$ cat src/rtl/mac_src_package.sv
// Shared constants and state type for the MAC operand source.
package mac_src_package;

  localparam int MAC_CNT_LEN = 4096;
  localparam int CNT_W       = $clog2(MAC_CNT_LEN);

  typedef enum logic [1:0] {
    IDLE   = 2'd0,
    STREAM = 2'd1,
    DRAIN  = 2'd2
  } src_state_t;

endpackage

$ cat src/rtl/mac_src_fifo.sv
// Single-lane operand FIFO with registered-pointer full/empty and no pass-through.
module mac_src_fifo #(
  parameter int DWIDTH = 32,
  parameter int DEPTH  = 4
) (
  input  logic              clk,
  input  logic              rst,
  input  logic              flush,
  input  logic              push,
  input  logic [DWIDTH-1:0] wdata,
  output logic              full,
  input  logic              pop,
  output logic              empty,
  output logic [DWIDTH-1:0] rdata
);

  localparam int AW = $clog2(DEPTH);

  logic [DWIDTH-1:0] mem [DEPTH];
  logic [AW:0]       wr_ptr;
  logic [AW:0]       rd_ptr;
  logic              do_push;
  logic              do_pop;

  // Extra pointer bit distinguishes full from empty when the indices match.
  assign full    = (wr_ptr[AW] != rd_ptr[AW]) && (wr_ptr[AW-1:0] == rd_ptr[AW-1:0]);
  assign empty   = (wr_ptr == rd_ptr);
  assign do_push = push & ~full;
  assign do_pop  = pop & ~empty;
  assign rdata   = mem[rd_ptr[AW-1:0]];

  always_ff @(posedge clk or posedge rst) begin
    if (rst) begin
      wr_ptr <= '0;
      rd_ptr <= '0;
    end else if (flush) begin
      wr_ptr <= '0;
      rd_ptr <= '0;
    end else begin
      if (do_push) wr_ptr <= wr_ptr + 1'b1;
      if (do_pop)  rd_ptr <= rd_ptr + 1'b1;
    end
  end

  always_ff @(posedge clk) begin
    if (do_push) mem[wr_ptr[AW-1:0]] <= wdata;
  end

endmodule

$ cat src/rtl/mac_operand_source.sv
// Producer end of the MAC a/b/c/d streams: splits {b,a} words into lane FIFOs and closes jobs on d beats.
// Optional MAC_SRC_PERF_EN adds a stall_cnt output counting busy cycles with a/b backpressure.
module mac_operand_source #(
  parameter int DEPTH = 4,
  parameter int CNT_W = mac_src_package::CNT_W
) (
  input  logic             ap_clk,
  input  logic             ap_rst,
  input  logic             start,
  input  logic             reg_simple_mul,
  input  logic [CNT_W-1:0] reg_len,
  input  logic             ld_TVALID,
  output logic             ld_TREADY,
  input  logic [63:0]      ld_TDATA,
  output logic             a_TVALID,
  input  logic             a_TREADY,
  output logic [31:0]      a_TDATA,
  output logic             b_TVALID,
  input  logic             b_TREADY,
  output logic [31:0]      b_TDATA,
  output logic             c_TVALID,
  input  logic             c_TREADY,
  output logic [31:0]      c_TDATA,
  input  logic             d_TVALID,
  output logic             d_TREADY,
  input  logic [31:0]      d_TDATA,
  output logic             busy,
  output logic             done,
  output logic             err_unexp_d,
  output logic [31:0]      last_d
`ifdef MAC_SRC_PERF_EN
  ,
  output logic [31:0]      stall_cnt
`endif
);

  import mac_src_package::*;

  localparam int CW = CNT_W + 1;

  src_state_t    state;
  logic          simple_mul_q;
  logic [CW-1:0] total_q;
  logic [CW-1:0] exp_cnt;
  logic [CW-1:0] n_load;
  logic [CW-1:0] n_a;
  logic [CW-1:0] n_b;
  logic [CW-1:0] n_d;
  logic          c_pend;
  logic          full_a;
  logic          full_b;
  logic          empty_a;
  logic          empty_b;
  logic          start_go;
  logic          ld_hs;
  logic          a_hs;
  logic          b_hs;
  logic          d_hs;
  logic          drain_ok;

  assign start_go  = start & (state == IDLE);
  assign exp_cnt   = simple_mul_q ? total_q : CW'(1);
  assign ld_TREADY = (state == STREAM) & ~full_a & ~full_b & (n_load < total_q);
  assign ld_hs     = ld_TVALID & ld_TREADY;
  assign a_TVALID  = ~empty_a;
  assign b_TVALID  = ~empty_b;
  assign a_hs      = a_TVALID & a_TREADY;
  assign b_hs      = b_TVALID & b_TREADY;
  assign c_TVALID  = c_pend;
  assign c_TDATA   = '0;
  assign d_TREADY  = 1'b1;
  assign d_hs      = d_TVALID & d_TREADY;
  assign busy      = (state != IDLE);
  assign drain_ok  = (n_a == total_q) & (n_b == total_q) & (n_d == exp_cnt);

  mac_src_fifo #(.DWIDTH(32), .DEPTH(DEPTH)) u_fifo_a (
    .clk   (ap_clk),
    .rst   (ap_rst),
    .flush (start_go),
    .push  (ld_hs),
    .wdata (ld_TDATA[31:0]),
    .full  (full_a),
    .pop   (a_TREADY),
    .empty (empty_a),
    .rdata (a_TDATA)
  );

  mac_src_fifo #(.DWIDTH(32), .DEPTH(DEPTH)) u_fifo_b (
    .clk   (ap_clk),
    .rst   (ap_rst),
    .flush (start_go),
    .push  (ld_hs),
    .wdata (ld_TDATA[63:32]),
    .full  (full_b),
    .pop   (b_TREADY),
    .empty (empty_b),
    .rdata (b_TDATA)
  );

  always_ff @(posedge ap_clk or posedge ap_rst) begin
    if (ap_rst) begin
      state        <= IDLE;
      simple_mul_q <= 1'b0;
      total_q      <= '0;
      done         <= 1'b0;
      c_pend       <= 1'b0;
    end else begin
      done <= 1'b0;
      if (c_TVALID & c_TREADY) c_pend <= 1'b0;
      case (state)
        IDLE: begin
          if (start) begin
            state        <= STREAM;
            simple_mul_q <= reg_simple_mul;
            total_q      <= {1'b0, reg_len} + CW'(1);
            c_pend       <= 1'b1;
          end
        end
        STREAM: begin
          if (n_load == total_q) state <= DRAIN;
        end
        DRAIN: begin
          if (drain_ok) begin
            state  <= IDLE;
            done   <= 1'b1;
            c_pend <= 1'b0;
          end
        end
        default: state <= IDLE;
      endcase
    end
  end

  // Pop counters saturate at total so stray consumer handshakes cannot overrun.
  always_ff @(posedge ap_clk or posedge ap_rst) begin
    if (ap_rst) begin
      n_load <= '0;
      n_a    <= '0;
      n_b    <= '0;
    end else if (start_go) begin
      n_load <= '0;
      n_a    <= '0;
      n_b    <= '0;
    end else begin
      if (ld_hs)                 n_load <= n_load + 1'b1;
      if (a_hs && n_a < total_q) n_a    <= n_a + 1'b1;
      if (b_hs && n_b < total_q) n_b    <= n_b + 1'b1;
    end
  end

  // A d beat coinciding with start belongs to the new job, not to the error flag.
  always_ff @(posedge ap_clk or posedge ap_rst) begin
    if (ap_rst) begin
      n_d         <= '0;
      err_unexp_d <= 1'b0;
    end else if (start_go) begin
      err_unexp_d <= 1'b0;
      n_d         <= d_hs ? CW'(1) : '0;
    end else if (d_hs) begin
      if (state == IDLE)       err_unexp_d <= 1'b1;
      else if (n_d < exp_cnt)  n_d         <= n_d + 1'b1;
    end
  end

  always_ff @(posedge ap_clk or posedge ap_rst) begin
    if (ap_rst)    last_d <= '0;
    else if (d_hs) last_d <= d_TDATA;
  end

`ifdef MAC_SRC_PERF_EN
  always_ff @(posedge ap_clk or posedge ap_rst) begin
    if (ap_rst) begin
      stall_cnt <= '0;
    end else if (start_go) begin
      stall_cnt <= '0;
    end else if (busy && ((a_TVALID && !a_TREADY) || (b_TVALID && !b_TREADY))) begin
      if (stall_cnt != 32'hFFFF_FFFF) stall_cnt <= stall_cnt + 1'b1;
    end
  end
`endif

endmodule
$ cat config.mk
export PLATFORM = sky130hd
export DESIGN_NAME = mac_operand_source
export DESIGN_NICKNAME = d
export VERILOG_FILES = /design/src/rtl/mac_src_package.sv /design/src/rtl/mac_src_fifo.sv /design/src/rtl/mac_operand_source.sv
export SDC_FILE = /design/constraint.sdc
export NUM_CORES = 1
export LEC_CHECK = 0
export BUFFER_PORTS_ARGS = -buffer_cell sky130_fd_sc_hd__buf_2
export CORE_MARGIN = 2
export CORE_UTILIZATION = 57
export CTS_CLUSTER_SIZE = 40
export DETAILED_ROUTE_END_ITERATION = 8
export HOLD_SLACK_MARGIN = 0.12
export PLACE_DENSITY = 0.83
export SYNTH_ARGS = -nofsm -noshare
export SYNTH_HDL_FRONTEND = slang
export SYNTH_SLANG_ARGS = --single-unit
$ cat constraint.sdc
create_clock -name ap_clk -period 5.4 [get_ports ap_clk]
set_input_delay 1.62 -clock ap_clk [delete_from_list [all_inputs] [get_ports ap_clk]]
set_output_delay 1.62 -clock ap_clk [all_outputs]
set_load 0.01 [all_outputs]
Word-level counts from Yosys, hierarchy flattened
Memories as Yosys holds them, arrays and structs flattened.
Cells that the tools add are included.
{ "totals": {"register_bits": 115, "mem_bits_rw": 256, "in_bits": 117, "word_cells": 119, "mem_count": 2} }
{ "mem_list": {"columns": ["name", "depth", "word_bits", "rd", "rd_clocked_by_memory_dff", "wr", "line_no", "source"], "rows": [
  ["u_fifo_a.mem", 4, 32, 1, 0, 1, "mac_src_fifo.sv:19", "logic [DWIDTH-1:0] mem [DEPTH];"],
  ["u_fifo_b.mem", 4, 32, 1, 0, 1, "mac_src_fifo.sv:19", null]
]} }
{ "op_classes": {"addsub": 9, "magnitude_cmp": 4, "n_eq_ne": 16, "mux": 37, "bitwise_logic": 16, "reduce_logical": 20} }
{ "op_table": {"columns": ["operator", "n"], "rows": [
  ["2-to-1 mux 13 bit", 11],
  ["adder 13 x 1 -> 13 bit, second input constant", 4],
  ["equality test 13 bit", 4],
  ["< comparator 13 bit", 4],
  ["2-to-1 mux 3 bit", 8],
  ["nonzero test 2 bit", 11],
  ["adder 12 x 1 -> 13 bit, second input constant", 1],
  ["2-to-1 mux 1 bit", 13],
  ["adder 3 x 1 -> 3 bit, second input constant", 4],
  ["bitwise AND 1 bit", 12],
  ["equality test 3 bit", 2],
  ["2-to-1 mux 2 bit", 3],
  ["!= test 2 bit, second input constant", 3],
  ["one-hot mux 2 bit (3 select lines)", 1],
  ["AND reduction 3 bit", 2],
  ["equality test 2 bit", 2],
  ["logical AND 1 bit", 4],
  ["NOT 1 bit", 4],
  ["AND reduction 2 bit", 2],
  ["equality test 2 x 1 -> 1 bit, second input constant", 1],
  ["equality test 2 bit, second input constant", 1],
  ["logical NOT 2 bit", 1],
  ["!= test 1 bit", 2],
  ["!= test 2 x 1 -> 1 bit, second input constant", 1],
  ["one-hot mux 1 bit (2 select lines)", 1]
]} }

Logic depth before layout (Yosys ltp)
{ "logic_depth": {"ltp_word": 10, "ltp_mapped": 10, "depth_no_buf": 8} }

Hierarchy
Synthesis repeated with hierarchy kept, for this count alone.
{ "unflattened": {"cells_unflattened": 1117, "area_unflattened_um2": 16552.1} }
{ "by_module_without_submodules": {"columns": ["module", "instances", "cells_per_inst", "area_per_inst_um2", "seq_area_each_um2"], "rows": [
  ["mac_src_fifo", 2, 230, 5157.4, 3993.8],
  ["mac_operand_source", 1, 657, 6237.2, 2577.5]
]} }

Worst setup path before layout
No wires, ideal clock.
{ "synth_timing": {"path_kind": "in2reg", "startpoint": "input ld_TVALID", "endpoint": "memory u_fifo_a.mem[2][0], enable pin", "setup_time_ns": 0.392, "t_arrival_ns": 3.530, "t_required_ns": 5.008, "path_slack_ns": 1.478, "cell_stages": 4, "path_cell_list": "or4b_4 nor3_2 clkbuf_1 and2_1"} }
{ "synth_between": {"elab_chain_len": 4} }
{ "synth_lines": {"columns": ["element", "line_no", "source"], "rows": [
  ["start: declaration", "mac_operand_source.sv:12", "input logic ld_TVALID,"],
  ["bitwise AND 1 bit", "mac_operand_source.sv:64", "assign ld_hs = ld_TVALID & ld_TREADY;"],
  ["bitwise AND 1 bit", "mac_src_fifo.sv:28", "assign do_push = push & ~full;"],
  ["2-to-1 mux 1 bit", "mac_src_fifo.sv:46", "if (do_push) mem[wr_ptr[AW-1:0]] <= wdata;"],
  ["2-to-1 mux 1 bit (implied by the code)", "mac_src_fifo.sv:46", null],
  ["end: declaration", "mac_src_fifo.sv:19", null]
]} }
Every way passes these cells.

Worst setup path after layout
{ "layout_timing": {"startpoint": "register total_q[8]", "endpoint": "output ld_TREADY"} }
{ "layout_between": {"elab_chain_len": 2} }
{ "layout_lines": {"columns": ["element", "line_no", "source"], "rows": [
  ["start: declaration", "mac_operand_source.sv:43", "logic [CW-1:0] total_q;"],
  ["start signal: assignment", "mac_operand_source.sv:115", "total_q <= {1'b0, reg_len} + CW'(1);"],
  ["< comparator 13 bit", "mac_operand_source.sv:63", "assign ld_TREADY = (state == STREAM) & ~full_a & ~full_b & (n_load < total_q);"],
  ["bitwise AND 1 bit", "mac_operand_source.sv:63", null],
  ["end: declaration", "mac_operand_source.sv:13", "output logic ld_TREADY,"]
]} }
Every way passes these cells.

==> results_dict.tcl <==
set metrics [dict create \
    synth_xor_area_share_pct 1.51 \
    start_util_pct 58.1 \
    final_max_slew_viol_count 0 \
    reg2reg_from "total_q[10]" \
    wirelength_mm 34.1 \
    htreeDepth 2 \
    fin_tns_setup_ns 0 \
    crit_chain "inv_1 > ha_1 > nand2_1 > or3_1 > a31oi_1 > nor3_1 > buf_2" \
    synth_top_family_by_area "multiplexers" \
    grt_usage_pct 23.0 \
    maxCapViolCount 0 \
    cts_buffers 39 \
    place_ws_ns 1.52 \
    grt_max_degree 47 \
    async_flop_share_pct 31.0 \
    rsz0062_at_grt "no" \
    fp.dieH_um 173 \
    clkLatencyLatePin_ns 0.53 \
    critical_path_class "reg2out" \
    drt_iter0_markers 864 \
    post-cts-setup-buffers 0 \
    seq_area_frac_synth_pct 65.2 \
    grt_pass1_wl_mm 54.2 \
    synth_cells 1070 \
    gp_congestion 0.831 \
    avgSynthCellArea_um2 15.1 \
    stdcell_count 1714 \
    synth-edff-count 256 \
    synth.area.top_cells "edfxtp_1, dfrtp_1, mux4_2" \
    min_path_type "reg2reg" \
    ys_seq_elements 371 \
    r2r_slack_ns 2.16 \
    dr.pass1.iters 5 \
    crit_arrival_ns 2.54 \
    port_buffers 219 \
    regToRegEndpoint "u_fifo_a.mem[3][22]" \
    cts_resized 0 \
    syn_area_um2 16200 \
    setup-violations-final 0 \
    muxShareOfSynthArea_pct 11.8 \
    synth_top_area_cell "edfxtp_1" \
    antenna_found_initial 4 \
    met1_length_mm 13.8 \
    hold_viol_final 0 \
    crit_start "total_q[8]" \
    wl_met3_mm 2.25 \
    p_switching_mw 3.33 \
    holdWs_ns 0.500 \
    synthSimpleGateAreaFrac_pct 7.95 \
    row_count 61 \
    end_kind "output port" \
    core-area_um2 27900 \
    skew_ns 0.0216 \
    start_kind "flop" \
    post-route-period-util_pct 77.0 \
    ios 253 \
    power_mw 9.97 \
    clockPowerShare_pct 25.6 \
    vias_per_cell 5.81 \
    yosys_warnings 0 \
    p_per_area_nw_per_um2 530 \
    status "finished, final reports clean" \
    synth_fa_ha_area_share_pct 5.18 \
    synth_compound_gate_area_share_pct 4.81 \
    root_buffer "clkbuf_16" \
    overflow 0 \
    power_leakage_nw 7.49 \
    dr_wl_met2_mm 17.2 \
    cts.sinks 371 \
    die_w_um 173 \
    path_clk_slew_ns 0.06 \
    p_int_mw 6.64 \
    hold_buffers 0 \
    drc 0 \
    crit_slowest_cell "a31oi_1" \
    max_stage_delay_ns 0.41 \
    die-area_um2 29800 \
    vdd_drop_max_uv 432 \
    maxUsedRoutingLayer "met5" \
    wl_per_cell_um 19.9 \
    p_seq_share_pct 41.7 \
    tightest_slew_ns 0.784 \
    cp.required_ns 3.78 \
    fin_crit_ns 4.16 \
    first_global_vias 10100 \
    drive_gt1_share_pct 29.7 \
    pwr-share-comb_pct 32.7 \
    dp.cells 1643 \
    place_hpwl_mm 22.3 \
    vias 9957 \
    clk_path_buf_depth 3 \
    maxSlewHeadroom_pct 47.6 \
    sw_frac_of_total_pct 33.4 \
    drtAntennaViolNets 0 \
    rr_worst_depth 8 \
    cts_tree "done" \
    fmax_ghz 0.240 \
    synth_top_cell_area_share_pct 47.5 \
    setup_slack_ns 1.24 \
    fin_nets 1490 \
    synth_top_flop_cell "edfxtp_1" \
    crit_fanout 4 \
    yosysUniqueCellTypes 53 \
    fill_cells 1845 \
    crit_path_end "ld_TREADY" \
    area_delta_synth_final_pct 16.2 \
]
==> kinds of logic (layout without fill, tap and decap cells) <==
| group | after synthesis | count (layout) |
|---|---|---|
| mux | 107 | 107 |
| xor+xnor | 28 | 28 |
| other cells | 2 | 34 |
| buf+inv | 112 | 346 |
| compound gates | 129 | 129 |
| fa+ha+maj | 67 | 67 |
| simple gates | 254 | 254 |
| flops | 371 | 371 |
==> cells in the final DEF, fill, tap and decap left out, types with 29 or more instances in the layout <==
master     instances
nor2_1            29
buf_2            219
dfrtp_1          113
mux2_2            32
conb_1            33
mux4_2            64
nand2_1           85
a21oi_1           47
ha_1              67
clkbuf_16         39
o21ai_0           36
nand3_1           32
inv_1             38
edfxtp_1         256
==> synth_stat cells, types with 24 or more instances <==
cell      number
mux4_2        64
a21oi_1       47
buf_4         37
edfxtp_1     256
o21ai_0       36
dfrtp_1      115
ha_1          67
nand2_1       85
nand3_1       32
nor2_1        29
mux2_2        32
inv_1         39
clkbuf_1      24
==> metrics by stage <==
stage                     utilization, %  instance area (um^2)
after floorplan                        -                 16300
after global placement              63.2                 17600
after detailed placement            63.2                 17600
after CTS                           67.5                 18800
after global routing                67.6                 18800
final                               67.6                 18800
==> worst max-delay path: cells and delay by family, from the launching register on <==
family                     cells  cell delay (ns)
AOI/OAI and AO/OA              1             0.41
and+or+nand+nor                3             0.61
DFF                            1             0.37
adders and majority gates      1             0.34
buffers and inverters          2             0.30
==> per-layer routing <==
metal	track usage [%]	vias to the layer above
met5	0	-
met1	30.2	4983
met4	6.62	4
li1	-	4494
met2	39.5	406
met3	4.24	70
==> power groups by stage <==
stage	Combinational, mW	Clock, mW	Sequential (mW)
after floorplan	2.28	0	4.05
after detailed placement	3.24	0	4.19
final	3.26	2.56	4.16
after global routing	3.59	2.71	4.23
after CTS	3.29	2.60	4.16
after global placement	3.12	0	4.14
==> flip-flops by register name, summed over array words and instances (netlist names) <==
signal	flops
c_TVALID	1
simple_mul_q	1
n_load	13
total_q	13
done	1
last_d	32
u_fifo_b.wr_ptr	3
state	2
n_a	13
n_d	13
u_fifo_b.mem	128
u_fifo_a.mem	128
u_fifo_a.wr_ptr	3
err_unexp_d	1
n_b	13
u_fifo_a.rd_ptr	3
u_fifo_b.rd_ptr	3
==> final cells by class <==
class / instances / area (um^2) / area share, %
sequential: 371 / 10600 / 56.2
multi-input combinational: 618 / 5190 / 27.6
timing repair buffer: 237 / 1230 / 6.54
clock buffer: 52 / 1020 / 5.45
tap: 378 / 473 / 2.51
clock inverter: 18 / 184 / 0.977
inverter: 39 / 149 / 0.791
antenna: 1 / 2.50 / 0.0133
==> worst min path at each step <==
stage | from | end | depth (start not counted)
after floorplan | n_load[6] | n_load[6] | 1
after global placement | err_unexp_d | err_unexp_d | 2
after detailed placement | last_d[5] | last_d[5] | 1
after CTS | last_d[5] | last_d[5] | 1
after global routing | last_d[18] | last_d[18] | 1
final | last_d[26] | last_d[26] | 1
Power figures use the tool's default switching activity.
